===== config.mk =====
export PLATFORM = sky130hd
export DESIGN_NAME = booth_mult_seq
export DESIGN_NICKNAME = d
export VERILOG_FILES = /design/src/rtl/booth_mult_seq.sv
export SDC_FILE = /design/constraint.sdc
export NUM_CORES = 1
export LEC_CHECK = 0
export ABC_AREA = 1
export ABC_CLOCK_PERIOD_IN_PS = 7300
export BUFFER_PORTS_ARGS = -buffer_cell sky130_fd_sc_hd__buf_2
export CORE_MARGIN = 3
export CORE_UTILIZATION = 31
export DETAILED_ROUTE_END_ITERATION = 16
export GPL_TIMING_DRIVEN = 1
export PLACE_DENSITY = 0.48
export SLEW_MARGIN = 20
export SYNTH_ARGS = -nofsm -noshare
export SYNTH_HDL_FRONTEND = slang
export SYNTH_SLANG_ARGS = --single-unit

===== constraint.sdc =====
create_clock -name clk -period 7.3 [get_ports clk]
set_input_delay 1.095 -clock clk [delete_from_list [all_inputs] [get_ports clk]]
set_output_delay 1.095 -clock clk [all_outputs]
set_load 0.05 [all_outputs]

===== src/rtl/booth_mult_seq.sv =====
// rtl/booth_mult_seq.sv - sequential signed radix-2 Booth multiplier with its ripple adder-subtractor
// One add/sub/no-op per clock into an (n+1)-bit accumulator, then an arithmetic right shift.

module booth_addsub #(
    parameter int W = 5
) (
    input  logic [W-1:0] a,
    input  logic [W-1:0] b,
    input  logic         add_n,
    output logic [W-1:0] sum
);
    logic [W-1:0] b_x;
    logic         c;

    // add_n doubles as carry-in so subtract is a + ~b + 1
    always_comb begin
        b_x = b ^ {W{add_n}};
        c   = add_n;
        sum = '0;
        for (int i = 0; i < W; i++) begin
            sum[i] = a[i] ^ b_x[i] ^ c;
            c      = (a[i] & b_x[i]) | (c & (a[i] ^ b_x[i]));
        end
    end
endmodule

module booth_mult_seq #(
    parameter int n = 4
) (
    input  logic           clk,
    input  logic           rst_n,
    input  logic           start,
    input  logic [n-1:0]   multiplicand,
    input  logic [n-1:0]   multiplier,
    output logic           busy,
    output logic           done,
    output logic [2*n-1:0] product
);
    localparam int CW = $clog2(n + 1);

    localparam logic [1:0] S_IDLE = 2'd0;
    localparam logic [1:0] S_RUN  = 2'd1;
    localparam logic [1:0] S_DONE = 2'd2;

    logic [1:0]     state_q, state_d;
    logic [n:0]     a_q, a_d;
    logic [n-1:0]   q_q, q_d;
    logic           qm1_q, qm1_d;
    logic [n:0]     m_q, m_d;
    logic [CW-1:0]  count_q, count_d;
    logic [2*n-1:0] product_q, product_d;

    logic           add_n;
    logic [n:0]     addsub_sum;
    logic [n:0]     a_sel;

    assign add_n = q_q[0] & ~qm1_q;

    booth_addsub #(.W(n + 1)) u_addsub (
        .a     (a_q),
        .b     (m_q),
        .add_n (add_n),
        .sum   (addsub_sum)
    );

    always_comb begin
        state_d   = state_q;
        a_d       = a_q;
        q_d       = q_q;
        qm1_d     = qm1_q;
        m_d       = m_q;
        count_d   = count_q;
        product_d = product_q;
        a_sel     = (q_q[0] ^ qm1_q) ? addsub_sum : a_q;
        case (state_q)
            S_IDLE: begin
                if (start) begin
                    a_d     = '0;
                    q_d     = multiplier;
                    qm1_d   = 1'b0;
                    m_d     = {multiplicand[n-1], multiplicand};
                    count_d = CW'(n);
                    state_d = S_RUN;
                end
            end
            S_RUN: begin
                a_d     = {a_sel[n], a_sel[n:1]};
                q_d     = {a_sel[0], q_q[n-1:1]};
                qm1_d   = q_q[0];
                count_d = count_q - CW'(1);
                if (count_q == CW'(1)) begin
                    product_d = {a_d[n-1:0], q_d};
                    state_d   = S_DONE;
                end
            end
            default: state_d = S_IDLE;
        endcase
    end

    always_ff @(posedge clk or negedge rst_n) begin
        if (!rst_n) begin
            state_q   <= S_IDLE;
            a_q       <= '0;
            q_q       <= '0;
            qm1_q     <= 1'b0;
            m_q       <= '0;
            count_q   <= '0;
            product_q <= '0;
        end else begin
            state_q   <= state_d;
            a_q       <= a_d;
            q_q       <= q_d;
            qm1_q     <= qm1_d;
            m_q       <= m_d;
            count_q   <= count_d;
            product_q <= product_d;
        end
    end

    assign busy    = (state_q == S_RUN);
    assign done    = (state_q == S_DONE);
    assign product = product_q;
endmodule


# After elaboration in Yosys (flattened, before gate mapping)
# Cells that the tools add are included.
dict set report op_classes {
  n_mux 12
  add_sub_neg 1
  n_bitwise 26
  eq_ne 5
  n_reduce_logical 6
}
# op n
set op_table {}
lappend op_table {{$xor 1x1->1} 11}
lappend op_table {{$mux 5} 2}
lappend op_table {{$pmux 5 s2} 1}
lappend op_table {{$and 1x1->1} 9}
lappend op_table {{$pmux 4 s2} 1}
lappend op_table {{$reduce_and 2->1} 4}
lappend op_table {{$pmux 3 s2} 1}
lappend op_table {{$xor 5x5->5} 1}
lappend op_table {{$mux 2} 2}
lappend op_table {{$mux 4} 1}
lappend op_table {{$or 1x1->1} 4}
lappend op_table {{$pmux 2 s2} 1}
lappend op_table {{$eq 3x1->1 const B} 1}
lappend op_table {{$mux 3} 1}
lappend op_table {{$sub 3x1->3 const B} 1}
lappend op_table {{$eq 2x1->1 const B} 1}
lappend op_table {{$eq 2x2->1 const B} 1}
lappend op_table {{$logic_not 2->1} 1}
lappend op_table {{$ne 2x1->1 const B} 1}
lappend op_table {{$ne 2x2->1 const B} 1}
lappend op_table {{$pmux 1 s2} 1}
lappend op_table {{$reduce_bool 2->1} 1}
lappend op_table {{$mux 1} 1}
lappend op_table {{$not 1->1} 1}
dict set report word_totals {
  elab_cells 57
  reg_bits 27
}

# Depth between registers and ports, before layout
# Gate-level depths: netlist (run 1).
dict set report depth {
  word_depth 15
  ltp_mapped 12
  depth_no_buf 12
}

# Modules after synthesis
# From an unflattened synthesis (run 1), not the netlist that was laid out.
dict set report hier_totals {
  cells_unflattened 178
  area_unflattened_um2 1421.4
}
# mod area_per_inst_um2 seq_area_each_um2 cells_each n_inst
set by_module_without_submodules {}
lappend by_module_without_submodules {booth_mult_seq 1219.9 650.6 149 1}
lappend by_module_without_submodules {booth_addsub 201.4 0.0 29 1}

# Worst setup path before layout (run 1)
# OpenSTA, ideal clock, no wires.
dict set report synth_path {
  path_kind {flip-flop to output port}
  from {register state_q[1]}
  to {output port done}
  stages_incl_launch_ff 3
  required_ps 6205
  n_path_buf 0
  t_arrival_ps 1232
  setup_slack_ps 4973
  cell_sequence {dfrtp_1 inv_1 nor2_1}
}
dict set report synth_via {
  elab_chain_len 1
}
# item line
set synth_rtl {}
lappend synth_rtl {{start, declared} 45} ;# logic [1:0] state_q, state_d;
lappend synth_rtl {{start signal, assigned} 110} ;# state_q <= state_d;
lappend synth_rtl {{$eq 2x2->1} 121} ;# assign done = (state_q == S_DONE);
lappend synth_rtl {{end, declared} 36} ;# output logic done,
# Every way passes these cells.

# Worst setup path in the final report (run 1)
dict set report layout_path {
  from {register qm1_q}
  to {register a_q[2]}
}
dict set report layout_via {
  elab_chain_len 13
  elab_cells_between_ends 20
  cone_classes {mux (2); bitwise (18)}
}
# item line
set layout_rtl {}
lappend layout_rtl {{start, declared} 48} ;# logic qm1_q, qm1_d;
lappend layout_rtl {{start signal, assigned} 113} ;# qm1_q <= qm1_d;
lappend layout_rtl {{$not 1->1} 57} ;# assign add_n = q_q[0] & ~qm1_q;
lappend layout_rtl {{$and 1x1->1} 57}
lappend layout_rtl {{$xor 5x5->5} 17} ;# b_x = b ^ {W{add_n}};
lappend layout_rtl {{$xor 1x1->1} 22} ;# c = (a[i] & b_x[i]) | (c & (a[i] ^ b_x[i]));
lappend layout_rtl {{$and 1x1->1} 22}
lappend layout_rtl {{$or 1x1->1} 22}
lappend layout_rtl {{$and 1x1->1} 22}
lappend layout_rtl {{$or 1x1->1} 22}
lappend layout_rtl {{$and 1x1->1} 22}
lappend layout_rtl {{$or 1x1->1} 22}
lappend layout_rtl {{$xor 1x1->1} 21} ;# sum[i] = a[i] ^ b_x[i] ^ c;
lappend layout_rtl {{$mux 5 *} 74} ;# a_sel = (q_q[0] ^ qm1_q) ? addsub_sum : a_q;
lappend layout_rtl {{$pmux 5 s2 *} 75} ;# case (state_q)
lappend layout_rtl {{end signal, assigned} 103} ;# a_q <= '0;
lappend layout_rtl {{end signal, assigned} 111} ;# a_q <= a_d;
lappend layout_rtl {{end, declared} 46} ;# logic [n:0] a_q, a_d;
# Mark *: on every way between the ends. The rest lies on a longest branch, timed or not.
# A chain may end at the register's enable or synchronous reset.

==> results of run 1 <==
-- state kept, by name, indices dropped and copies added, names as in the netlist --
name,flops
product,8
a_q,4
m_q,4
q_q,4
count_q,3
state_q,2
qm1_q,1
-- stage by stage --
stage,total power [mW],setup WS (ns),util (%),hold slack [ns]
floorplan,0.6104,4.973,-,0.4488
global placement,0.6971,4.965,36.20,0.4574
detailed placement,0.7105,4.865,36.20,0.4603
CTS,0.8065,4.839,37.56,0.4849
global route,0.8761,4.648,37.56,0.5011
finish,0.7941,4.859,37.56,0.4780
-- area by class of cell --
cell class / instances / area share [%]
repair buffers: 20 / 6.568
inverters: 20 / 4.926
clock buffers: 4 / 3.612
well taps: 50 / 4.105
flip-flops and latches: 26 / 42.69
multi-input cells: 100 / 38.10
-- worst reg2reg max path, delay by kind of cell, from the launching register on --
| kind | cells | cell delay (ns) |
|---|---|---|
| AO/OA/AOI/OAI | 2 | 0.29 |
| AND/OR/NAND/NOR | 1 | 0.07 |
| adder cells (fa/ha/maj) | 4 | 1.31 |
| XOR/XNOR | 1 | 0.21 |
| buffers and inverters | 2 | 0.12 |
| flip-flops | 1 | 0.37 |
-- synth_stat cells, drive strengths merged --
cell type	count	area share (%)
nand2	53	15
dfrtp	26	49
inv	20	5.7
o21ai	18	8.5
nor2	8	3.5
nand3	7	3.6
fa	4	6.1
ha	3	2.8
xnor2	2	1.3
xor2	2	1.3
a21oi	1	0.38
a31oi	1	0.48
buf	1	0.85
o22ai	1	0.48
-- power breakdown --
part / internal [mW] / switching, mW
clock network: 0.0482 / 0.0449
registers: 0.212 / 0.0470
logic: 0.142 / 0.300
-- how the worst max path moves through the flow --
| stage | start | to | depth (start not counted) |
|---|---|---|---|
| after detailed placement | q_q[0]$_DFFE_PN0P_ | a_q[2]$_DFFE_PN0P_ | 9 |
| after global routing | qm1_q$_DFFE_PN0P_ | a_q[2]$_DFFE_PN0P_ | 10 |
| after CTS | q_q[0]$_DFFE_PN0P_ | a_q[2]$_DFFE_PN0P_ | 9 |
| after global placement | q_q[0]$_DFFE_PN0P_ | a_q[2]$_DFFE_PN0P_ | 9 |
| after floorplan | state_q[1]$_DFFE_PN0P_ | done | 2 |
| final | qm1_q$_DFFE_PN0P_ | a_q[2]$_DFFE_PN0P_ | 10 |
-- logic make-up (layout without fill, tap and decap cells) --
kind of cell,Yosys count,after routing,synth area share (%)
flops,26,26,49.38
xor+xnor,4,4,2.660
buf+inv,21,44,6.552
fa+ha+maj,7,7,8.927
compound gates,21,21,9.878
simple gates,68,68,22.60
-- metal layers --
metal	vias to the layer above	part of all wire [%]	global-route usage, %
li1	502	-	-
met1	447	50	14.71
met2	13	47	17.24
met3	2	3.2	2.273
met4	0	0.65	2.505
met5	-	0	0
==> results.cfg, run 1 <==
[outcome]
status = finished clean

[clock_tree]
cts_resized = 0
clk_pin_slew_ns = 0.09
clock_latency_ns = 0.27
cts_buffer_depth = 2
cts_sinks = 26
cts_buffers = 3
root_buffer = clkbuf_8
post_cts_buffers = 0
cts_tree = done
postCtsHoldBufs = 0
cts_max_level = 1

[power]
p_per_area_mw_per_mm2 = 521.0
peakVddDrop_v = 0.0001547
leakage_nw = 0.8049

[sta]
clock.fmax_mhz = 409.6
finalCriticalPeriod_ns = 2.441
worst_slew_pin_slew_ns = 0.5988
relSlewSlack_pct = 60.08
drv_slew = 0
finalHoldViolCount = 0
setup_viol = 0
rsz0062_at_grt = no
fin_worst_skew_ns = 0.005827
fin_setup_tns_ns = 0
finalCritPeriodShare_pct = 33.44

[final_layout]
layoutNonFillerInstCount = 220
antenna_cells = 0
drive_gt1_share_pct = 20.00
seq_area_sq_um = 650.6
num-nets-final = 189
final_common_cell = nand2_1
postLayoutCellArea_sq_mm = 0.001524
multi_input_area_sq_um = 580.6
area.growth.synth_to_final_pct = 15.67
fillers = 436
final_cell_mix = 51 x nand2_1, 26 x dfrtp_1, 20 x buf_2, 18 x inv_1, 14 x o21ai_0

[min_path]
hold_start = product[4]$_DFFE_PN0P_
min_to = product[4]$_DFFE_PN0P_
whs_path_depth = 2
hp-class = reg -> reg

[placement]
place_congestion = 0.7749
io_buffers = 20
placedCellCount = 216
placed_area_sq_mm = 0.001469
dpl.hpwl_um = 1976

[setup_path]
crit_required_ns = 7.49
reg2reg_to = a_q[2]$_DFFE_PN0P_
crit_buf_inv = 2
cpMaxStageDelayCell = fa_1
ff2ff_setup_slack_ns = 4.86
cp_data_arrival_time_ns = 2.63
startpoint_type = flop
cp_common_cell = fa_1
r2r-start = qm1_q$_DFFE_PN0P_
crit_chain = inv_1 > ha_1 > xor2_1 > fa_1 > inv_1 > fa_1 > fa_1 > o21ai_0 > nand2_1 > o21ai_0
cp_top_family = adder cells
crit_path_end_kind = flop
crit_type = reg -> reg
cp_slowest_stage_delay_ns = 0.43
rr_worst_depth = 10
path_max_fanout = 4

[global_routing]
grt.total_usage_pct = 10.69
grt_pass1_vias = 971
grt_max_degree = 27
grt_pass1_wl_um = 4312
grt_remaining_overflow = 0
antenna_found_initial = 0

[drt]
routed_wl_um = 2624
num_vias = 964
dr.pass1.iters = 4
wl_per_cell_um = 11.93
vias_per_cell = 4.382
ant_nets = 0
drt_iter0_drc = 36
drc = 0

[floorplanning]
start_util_pct = 32.47
die_x_um = 71.19
rows = 23
io_pins = 21
dieArea_sq_mm = 0.005068
coreArea_sq_mm = 0.004058
fp.dieH_um = 71.19

[run]
drv_cap = 0

[logic_synthesis]
avgSynthCellArea_sq_um = 8.963
ys_ff_latch = 26
synth_seq_area_share_pct = 49.38
yosysWarnings = 0
netlist_area_sq_mm = 0.001318
ys_types = 20
syn_inst = 147
synth_nets = 165
Note: power is estimated with default switching activity, not from simulation.
==> run 2: changes to the inputs <==
ABC_AREA = 0   (was 1)
ABC_CLOCK_PERIOD_IN_PS = 2200   (was 7300)
PLACE_DENSITY = 0.5   (was 0.48)
clock period = 2.2 ns   (was 7.3 ns; I/O delays follow)
==> run 2 against run 1 <==
Compared with the run above: the run now ends with setup timing left; routed wire length shrank 1.9%; core utilization rose by 2.3 points; synthesized cell count is 24% lower; total power rose to 3.6 times the previous value; critical endpoint is now product[6]$_DFFE_PN0P_; largest power group unchanged; highest routed layer unchanged.
==> results.cfg, run 2 <==
[drt]
drt_iter0_drc = 35
num_vias = 899
dr.pass1.iters = 4
wl_per_cell_um = 13.61
ant_nets = 0
vias_per_cell = 4.757
drc = 0
routed_wl_um = 2573

[sta]
fin_worst_skew_ns = 0.001582
finalHoldViolCount = 0
setup_viol = 4
finalCritPeriodShare_pct = 107.3
finalCriticalPeriod_ns = 2.361
relSlewSlack_pct = 61.04
worst_slew_pin_slew_ns = 0.5844
drv_slew = 0
worst_slack_ns = -0.1610
rsz0062_at_grt = yes
clock.fmax_mhz = 423.6

[clock_tree]
root_buffer = clkbuf_8
cts_buffers = 3
cts_sinks = 26
cts_tree = done
cts_max_level = 1
clock_latency_ns = 0.26
clk_pin_slew_ns = 0.09
cts_buffer_depth = 2

[floorplanning]
io_pins = 21
rows = 23
fp.dieH_um = 71.50
coreArea_sq_mm = 0.004058
dieArea_sq_mm = 0.005112
start_util_pct = 32.78
die_x_um = 71.50

[setup_path]
crit_chain = ha_4 > mux2_2 > fa_2 > inv_2 > fa_2 > fa_1 > mux2_4 > o21ai_2
crit_path_end_kind = flop
crit_end = product[6]$_DFFE_PN0P_
startpoint_type = flop
crit_required_ns = 2.40
crit_buf_inv = 1
cpMaxStageDelayCell = fa_1
path_max_fanout = 3
ff2ff_setup_slack_ns = -0.16
cp_common_cell = fa_2
cp_slowest_stage_delay_ns = 0.43
cp.depth = 8
r2r-start = q_q[0]$_DFFE_PN0P_
cp-startpoint = q_q[0]$_DFFE_PN0P_
reg2reg_to = product[6]$_DFFE_PN0P_
crit_type = reg -> reg
cp_top_family = adder cells
rr_worst_depth = 8
cp_data_arrival_time_ns = 2.56

[placement]
io_buffers = 20
placed_area_sq_mm = 0.001539
dpl.hpwl_um = 1900
place_congestion = 0.7021
pre_cts_ws_ns = -0.1661

[global_routing]
grt_pass1_wl_um = 4264
grt.total_usage_pct = 10.76
grt_max_degree = 27
antenna_found_initial = 0
grt_pass1_vias = 859
grt_remaining_overflow = 0

[final_layout]
largest_reg_flops = 8
drive_gt1_share_pct = 39.57
postLayoutCellArea_sq_mm = 0.001617
fillers = 391
antenna_cells = 0
num-nets-final = 159
area.growth.synth_to_final_pct = 21.54
final_common_cell = dfrtp_1
fin_util_pct = 39.84
final_cell_mix = 26 x dfrtp_1, 20 x buf_2, 10 x nand2_1

[logic_synthesis]
yosys_most_used_dff = dfrtp_1
ys_top_cells_by_area = dfrtp_1 49%, fa_1 6.0%, mux2_4 4.5%
netlist_area_sq_mm = 0.001330
ys_types = 33
synth.most_common_cell = dfrtp_1
synth_nets = 130
synth_edf_count = 0
synthArstFlopShare_pct = 100.0
ys_ff_latch = 26
synth.top_cell.area_share_pct = 48.92
avgSynthCellArea_sq_um = 11.88
synth_seq_area_share_pct = 48.92
synth_commonest_cells = 26 x dfrtp_1, 10 x nand2_1, 9 x inv_1
synth_largest_area_cell = dfrtp_1
yosysWarnings = 0
syn_inst = 112

[min_path]
hp-class = in -> async

[run]
drv_cap = 0

[power]
p_per_area_mw_per_mm2 = 1748
peakVddDrop_v = 0.0004643
leakage_nw = 0.7657

[outcome]
violations = setup timing
status = finished with violations
## run 2: changes by cell type in the layout (fill, tap and decap cells not counted), moves of 3 or more
cell / previous run / this run
nand2_1: 51 / 10
inv_1: 18 / 7
o21ai_0: 14 / 5
buf_4: 0 / 7
nor2_1: 7 / 0
o21ai_1: 0 / 7
mux2_4: 0 / 6
nand3_1: 6 / 0
a21oi_1: 1 / 5
a22oi_1: 0 / 3
fa_1: 4 / 1
fa_2: 0 / 3
mux2_1: 0 / 3
nor2b_1: 0 / 3
## run 2: per-layer routing
layer  share of wire (%)  up-vias  global-route usage [%]
met5                   0        -                       0
met4                 2.1        0                   5.637
met3                 2.2        4                  0.8415
met2                  50       17                   16.33
met1                  46      446                   15.33
li1                    -      432                       -
## run 2: report_power, final
part	leakage, nW	internal, mW	switching, mW	total [mW]
clock network	0.0216	0.123	0.143	0.265
logic	0.422	0.771	0.911	1.68
registers	0.322	0.700	0.177	0.878
## run 2: area by class of cell
type / count / area, sq um / area share, %
Inverter: 10 / 40.04 / 2.477
Timing Repair Buffer: 27 / 152.6 / 9.443
Tap cell: 50 / 62.56 / 3.870
Sequential cell: 26 / 650.6 / 40.25
Clock buffer: 3 / 41.29 / 2.554
Multi-Input combinational cell: 73 / 669.4 / 41.41
## run 2: cells by family after synthesis
group / Yosys count / synth area share, %
multiplexers: 12 / 11.10
XOR/XNOR: 4 / 2.635
AND/OR/NAND/NOR: 22 / 11.85
buffers and inverters: 13 / 4.233
flip-flops: 26 / 48.92
adder cells (fa/ha/maj): 7 / 8.843
AO/OA/AOI/OAI: 28 / 12.42
## run 2: worst min path at each step
stage,depth (start not counted),start,slack (ns),to
after global routing,1,rst_n,0.10,product[3]$_DFFE_PN0P_
final,1,rst_n,0.06,a_q[2]$_DFFE_PN0P_
after detailed placement,1,rst_n,0.38,product[5]$_DFFE_PN0P_
after global placement,1,rst_n,0.37,product[7]$_DFFE_PN0P_
after CTS,1,rst_n,0.08,product[2]$_DFFE_PN0P_
after floorplan,0,rst_n,0.03,a_q[0]$_DFFE_PN0P_
## run 2: stage by stage
step | setup TNS (ns) | instances | power, mW | hold WS, ns
finish | -0.4604 | 189 | 2.825 | 0.05616
global route | -0.7803 | 189 | 3.055 | 0.1031
CTS | -0.4554 | 188 | 2.768 | 0.08207
detailed placement | -0.4538 | 184 | 2.451 | 0.3768
global placement | -0.2864 | 184 | 2.395 | 0.3699
floorplan | -0.2228 | 112 | 2.034 | 0.03441
## run 2: timing repair
| item | 4_1_cts | 5_1_grt |
|---|---|---|
| resized for setup | 3 | 5 |
| pin swaps | 0 | 2 |
| hold buffers | 0 | 0 |
| setup buffers | 1 | 1 |
| hold endpoints to repair | 0 | 0 |
| endpoints found under the setup margin | 4 | 5 |
